==> src/rtl/status_monitor.sv <==
// Status monitor: queues processor status codes in a FWFT FIFO, counts R/I-type codes,
// and stops accepting on overflow/EOF. Optional RUN cycle counter: STATUS_MONITOR_CYCLE_CNT_EN.
module status_monitor #(
  parameter int FIFO_DEPTH = 4,
  parameter int CNT_W      = 16
) (
  input  logic             i_clk,
  input  logic             i_rst_n,
  input  logic [1:0]       i_status,
  input  logic             i_status_valid,
  output logic [1:0]       o_out_status,
  output logic             o_out_valid,
  input  logic             i_out_ready,
  output logic [CNT_W-1:0] o_r_cnt,
  output logic [CNT_W-1:0] o_i_cnt,
  output logic             o_done,
  output logic [1:0]       o_cause,
  output logic             o_drop,
  output logic [CNT_W-1:0] o_cycle_cnt
);

  localparam int PW = $clog2(FIFO_DEPTH);
  localparam logic [PW:0] FULL_CNT = (PW+1)'(FIFO_DEPTH);

  typedef enum logic [1:0] {RUN, DRAIN, DONE} state_t;

  state_t            state_q, state_d;
  logic [1:0]        mem_q [FIFO_DEPTH];
  logic [PW-1:0]     wr_ptr_q, rd_ptr_q;
  logic [PW:0]       count_q, count_d;
  logic [CNT_W-1:0]  r_cnt_q, i_cnt_q;
  logic [1:0]        cause_q;
  logic              drop_q;

  logic accept, pop, full, push;

  assign accept = (state_q == RUN) && i_status_valid;
  assign full   = (count_q == FULL_CNT);
  assign pop    = (count_q != '0) && i_out_ready;
  // A full FIFO still takes a push when the head leaves on the same edge.
  assign push   = accept && (!full || pop);

  always_comb begin
    count_d = count_q + {{PW{1'b0}}, push} - {{PW{1'b0}}, pop};
    state_d = state_q;
    case (state_q)
      RUN:     if (accept && i_status[1]) state_d = DRAIN;
      DRAIN:   if (count_d == '0) state_d = DONE;
      DONE:    state_d = DONE;
      default: state_d = RUN;
    endcase
  end

  always_ff @(posedge i_clk or negedge i_rst_n) begin
    if (!i_rst_n) begin
      state_q  <= RUN;
      wr_ptr_q <= '0;
      rd_ptr_q <= '0;
      count_q  <= '0;
      r_cnt_q  <= '0;
      i_cnt_q  <= '0;
      cause_q  <= 2'd0;
      drop_q   <= 1'b0;
    end else begin
      state_q <= state_d;
      count_q <= count_d;
      if (push) wr_ptr_q <= wr_ptr_q + 1'b1;
      if (pop)  rd_ptr_q <= rd_ptr_q + 1'b1;
      if (accept && !push) drop_q <= 1'b1;
      if (accept && i_status == 2'd0 && r_cnt_q != '1) r_cnt_q <= r_cnt_q + 1'b1;
      if (accept && i_status == 2'd1 && i_cnt_q != '1) i_cnt_q <= i_cnt_q + 1'b1;
      if (accept && i_status[1]) cause_q <= i_status;
    end
  end

  // Storage is not reset; the pointers alone define what is valid.
  always_ff @(posedge i_clk) begin
    if (push) mem_q[wr_ptr_q] <= i_status;
  end

  assign o_out_valid  = (count_q != '0);
  assign o_out_status = o_out_valid ? mem_q[rd_ptr_q] : 2'd0;
  assign o_r_cnt      = r_cnt_q;
  assign o_i_cnt      = i_cnt_q;
  assign o_done       = (state_q == DONE);
  assign o_cause      = cause_q;
  assign o_drop       = drop_q;

`ifdef STATUS_MONITOR_CYCLE_CNT_EN
  logic [CNT_W-1:0] cycle_cnt_q;

  always_ff @(posedge i_clk or negedge i_rst_n) begin
    if (!i_rst_n) begin
      cycle_cnt_q <= '0;
    end else if (state_q == RUN && cycle_cnt_q != '1) begin
      cycle_cnt_q <= cycle_cnt_q + 1'b1;
    end
  end

  assign o_cycle_cnt = cycle_cnt_q;
`else
  assign o_cycle_cnt = '0;
`endif

endmodule

==> config.mk <==
export PLATFORM = sky130hd
export DESIGN_NAME = status_monitor
export DESIGN_NICKNAME = d
export VERILOG_FILES = /design/src/rtl/status_monitor.sv
export SDC_FILE = /design/constraint.sdc
export NUM_CORES = 1
export LEC_CHECK = 0
export CAP_MARGIN = 15
export CORE_UTILIZATION = 40
export DETAILED_ROUTE_END_ITERATION = 10
export GPL_TIMING_DRIVEN = 0
export PLACE_DENSITY = 0.77
export SYNTH_ARGS = -nofsm -noshare
export SYNTH_HDL_FRONTEND = slang
export SYNTH_SLANG_ARGS = --single-unit
export TNS_END_PERCENT = 30
==> constraint.sdc <==
create_clock -name i_clk -period 2.73 [get_ports i_clk]
set_input_delay 0.546 -clock i_clk [delete_from_list [all_inputs] [get_ports i_clk]]
set_output_delay 0.546 -clock i_clk [all_outputs]
set_load 0.05 [all_outputs]
==> results of run 1 <==
-- final timing paths --
path	start	depth (start not counted)	slack [ns]	endpoint
worst max-delay path	count_q[0]	10	-0.009	state_q[0]
worst min-delay path	i_rst_n	1	0.22	rd_ptr_q[1]
worst max register to register	count_q[0]	10	-0.009	state_q[0]
worst min register to register	o_cause[1]	1	0.47	o_cause[1]
max in group asynchronous	i_rst_n	2	2.00	count_q[1]
min in group i_clk	o_cause[1]	1	0.47	o_cause[1]
-- worst max-delay path: stages (launching register included) --
cell and delay, ns:
dfrtp_1 0.39, or3_4 0.40, and2_4 0.17, ha_4 0.25
inv_2 0.04, ha_4 0.16, fa_2 0.34, xnor3_1 0.21
o31ai_2 0.24, nand2_1 0.12, mux2_4 0.31
-- power by group --
group / switching [mW] / internal (mW)
registers: 0.132 / 0.941
logic: 0.801 / 0.671
clock network: 0.237 / 0.207
total: 1.17 / 1.82
-- layer usage --
| layer | share of wire | vias to the layer above | track usage | wire length, um |
|---|---|---|---|---|
| li1 | - | 921 | - | - |
| met1 | 0.45 | 910 | 0.177 | 2190 |
| met2 | 0.49 | 48 | 0.235 | 2400 |
| met3 | 0.048 | 7 | 0.0368 | 234 |
| met4 | 0.015 | 0 | 0.0455 | 72 |
| met5 | 0 | - | 0 | 0 |
-- layout make-up --
| class | count | area (um2) | area share |
|---|---|---|---|
| sequential | 52 | 1340 | 0.379 |
| timing repair buffer | 60 | 579 | 0.164 |
| inverter | 8 | 30.0 | 0.00848 |
| buffer | 18 | 129 | 0.0364 |
| clock buffer | 8 | 90.1 | 0.0254 |
| tap | 77 | 96.3 | 0.0272 |
| multi-input combinational | 161 | 1270 | 0.360 |
-- cell families after synthesis --
logic type / Yosys count
and+or+nand+nor: 88
DFF: 52
xor gates and xnor gates: 32
buffers and inverters: 26
adders and majority gates: 13
muxes: 8
AOI/OAI and AO/OA: 4
other: 1
-- layout by cell type, fill, tap and decap left out, drive strengths merged, types with 10 or more instances in the layout --
| cell | count |
|---|---|
| buf | 34 |
| clkdlybuf4s50 | 39 |
| conb | 16 |
| dfrtp | 44 |
| ha | 12 |
| nand2 | 14 |
| nand3 | 12 |
| nand4 | 10 |
| nor3 | 12 |
| xor2 | 25 |
-- registers in the layout, indices dropped and copies added, names as in the netlist --
name and cells:
o_drop 1, rd_ptr_q 2, wr_ptr_q 2, o_i_cnt 16, count_q 3, o_r_cnt 16
o_cause 2, mem_q 8, state_q 2
-- stage by stage --
| stage | util | TNS, ns | area, um2 | hold slack [ns] | power (mW) |
|---|---|---|---|---|---|
| 2_1_floorplan | - | -0.0239 | 2710 | 0.250 | 1.93 |
| 3_3_place_gp | 0.511 | -7.19 | 3240 | 0.452 | 2.23 |
| 3_5_place_dp | 0.514 | -1.54 | 3270 | 0.458 | 2.26 |
| 4_1_cts | 0.537 | 0 | 3410 | 0.237 | 2.78 |
| 5_1_grt | 0.558 | -0.194 | 3540 | 0.249 | 3.18 |
| 6_report | 0.558 | -0.00944 | 3540 | 0.218 | 2.99 |
-- what timing repair did --
| item | 4_1_cts | 5_1_grt |
|---|---|---|
| endpoints found under the hold margin | 0 | 0 |
| pin swaps | 1 | 7 |
| buffers inserted | 3 | 12 |
| resized for setup | 9 | 11 |
| endpoints found under the setup margin | 2 | 4 |
==> results.yml, run 1 <==
status:
  status: "complete, but fails checks"
  violations: "negative setup slack"
placed_design:
  numPortBuffers: 44
  preCtsSetupSlack_ns: -0.710
  routabilityCongestion: 0.817
  hpwl_um: 3370
  dp_cells: 361
synth:
  yosysTopAreaCell: "dfrtp_1"
  yosys_warnings: 0
  syn_area_mm2: 0.00264
  synthArstFlopShare: 0.846
  synth_top_family_by_area: "simple AND/OR/NAND/NOR gates"
  synthSimpleGateAreaFrac: 0.201
  synthTopCellsByCount: "dfrtp_1, xor2_1, buf_4"
  synth_compound_area_frac: 0.0104
  synthMuxAreaShare: 0.0427
  synth.distinct_cells: 38
  synth_top_area_frac: 0.417
  yosysMostFrequentCell: "dfrtp_1"
  synth_fa_ha_area_frac: 0.0645
  syn_inst: 224
  avgSynthCellArea_um2: 11.8
  synth_xor_area_frac: 0.111
  synth_area_leaders: "dfrtp_1, edfxtp_1, xor2_1"
  ys_ff_latch: 52
  synth-edff-count: 8
  synth-main-ff-cell: "dfrtp_1"
  ys_seq_area_frac: 0.508
sta:
  slew_headroom: 0.580
  finClkSkew_ns: 0.00732
  final-setup-viol-count: 1
  slew_viol_final: 0
  fmax_mhz: 365
  tightest_slew_ns: 0.624
  finalCritPeriodShare: 1.00
  final_hold_viol_count: 0
  final.setup.worst_slack_ns: -0.00944
  finalCriticalPeriod_ns: 2.74
  grt_setup_unrepaired: "yes"
worst_setup_path:
  start_kind: "flop"
  cp_max_fo: 3
  critPathKind: "flop to flop"
  critPathCaptureType: "flop"
  cp_data_arrival_time_ns: 2.93
  crit_required_ns: 2.92
clock_network:
  cts_num_sinks: 52
  hold_buffers: 0
  cts_buffer_depth: 2
  clk_pin_slew_worst_paths_ns: 0.09
  cts_buffers: 5
  cts_tree: "built"
  ctsRootBufferMaster: "clkbuf_8"
  h-tree-depth: 2
  worstSkewPairLatency_ns: 0.30
pwr:
  max-vdd-ir-drop_mv: 0.651
  p_leak_nw: 1.65
  power-per-cell-area_mw_per_mm2: 844
cells_and_area:
  drive_gt1_frac: 0.225
  syn_to_final_growth_pct: 34.2
  fin_cells: 384
  num-fill-cells: 557
  n_antenna_cell: 0
  nets: 325
detailed_routing:
  dr.pass1.iters: 4
  drtIter0Drc: 76
  drt-total-wl_um: 4890
  antenna_left: 0
  vias_per_cell: 4.91
  wl_per_cell_um: 12.7
  drc: 0
  via_count: 1886
worst_hold_path:
  hp-class: "input port to asynchronous set/reset pin"
die:
  io_pins: 61
  rows: 29
  initial_core_util: 0.416
  fp.dieW_um: 83.2
  dieArea_mm2: 0.00693
  die_h_um: 83.2
  core_area_mm2: 0.00635
global_route:
  grt_start_max_net_pins: 24
  antenna_found_initial: 0
  gr-total-overflow: 0
  first_global_vias: 1784
  grt_pass1_wl_um: 7910
  grt.total_usage: 0.140
run:
  drv_cap: 0
(Power assumes the default switching activity.)
==> inputs of run 2 (changes only) <==
SLEW_MARGIN = 20   (was unset)
==> results of run 2 <==
Final layout, timing and power as in run 1 (identical DEF).
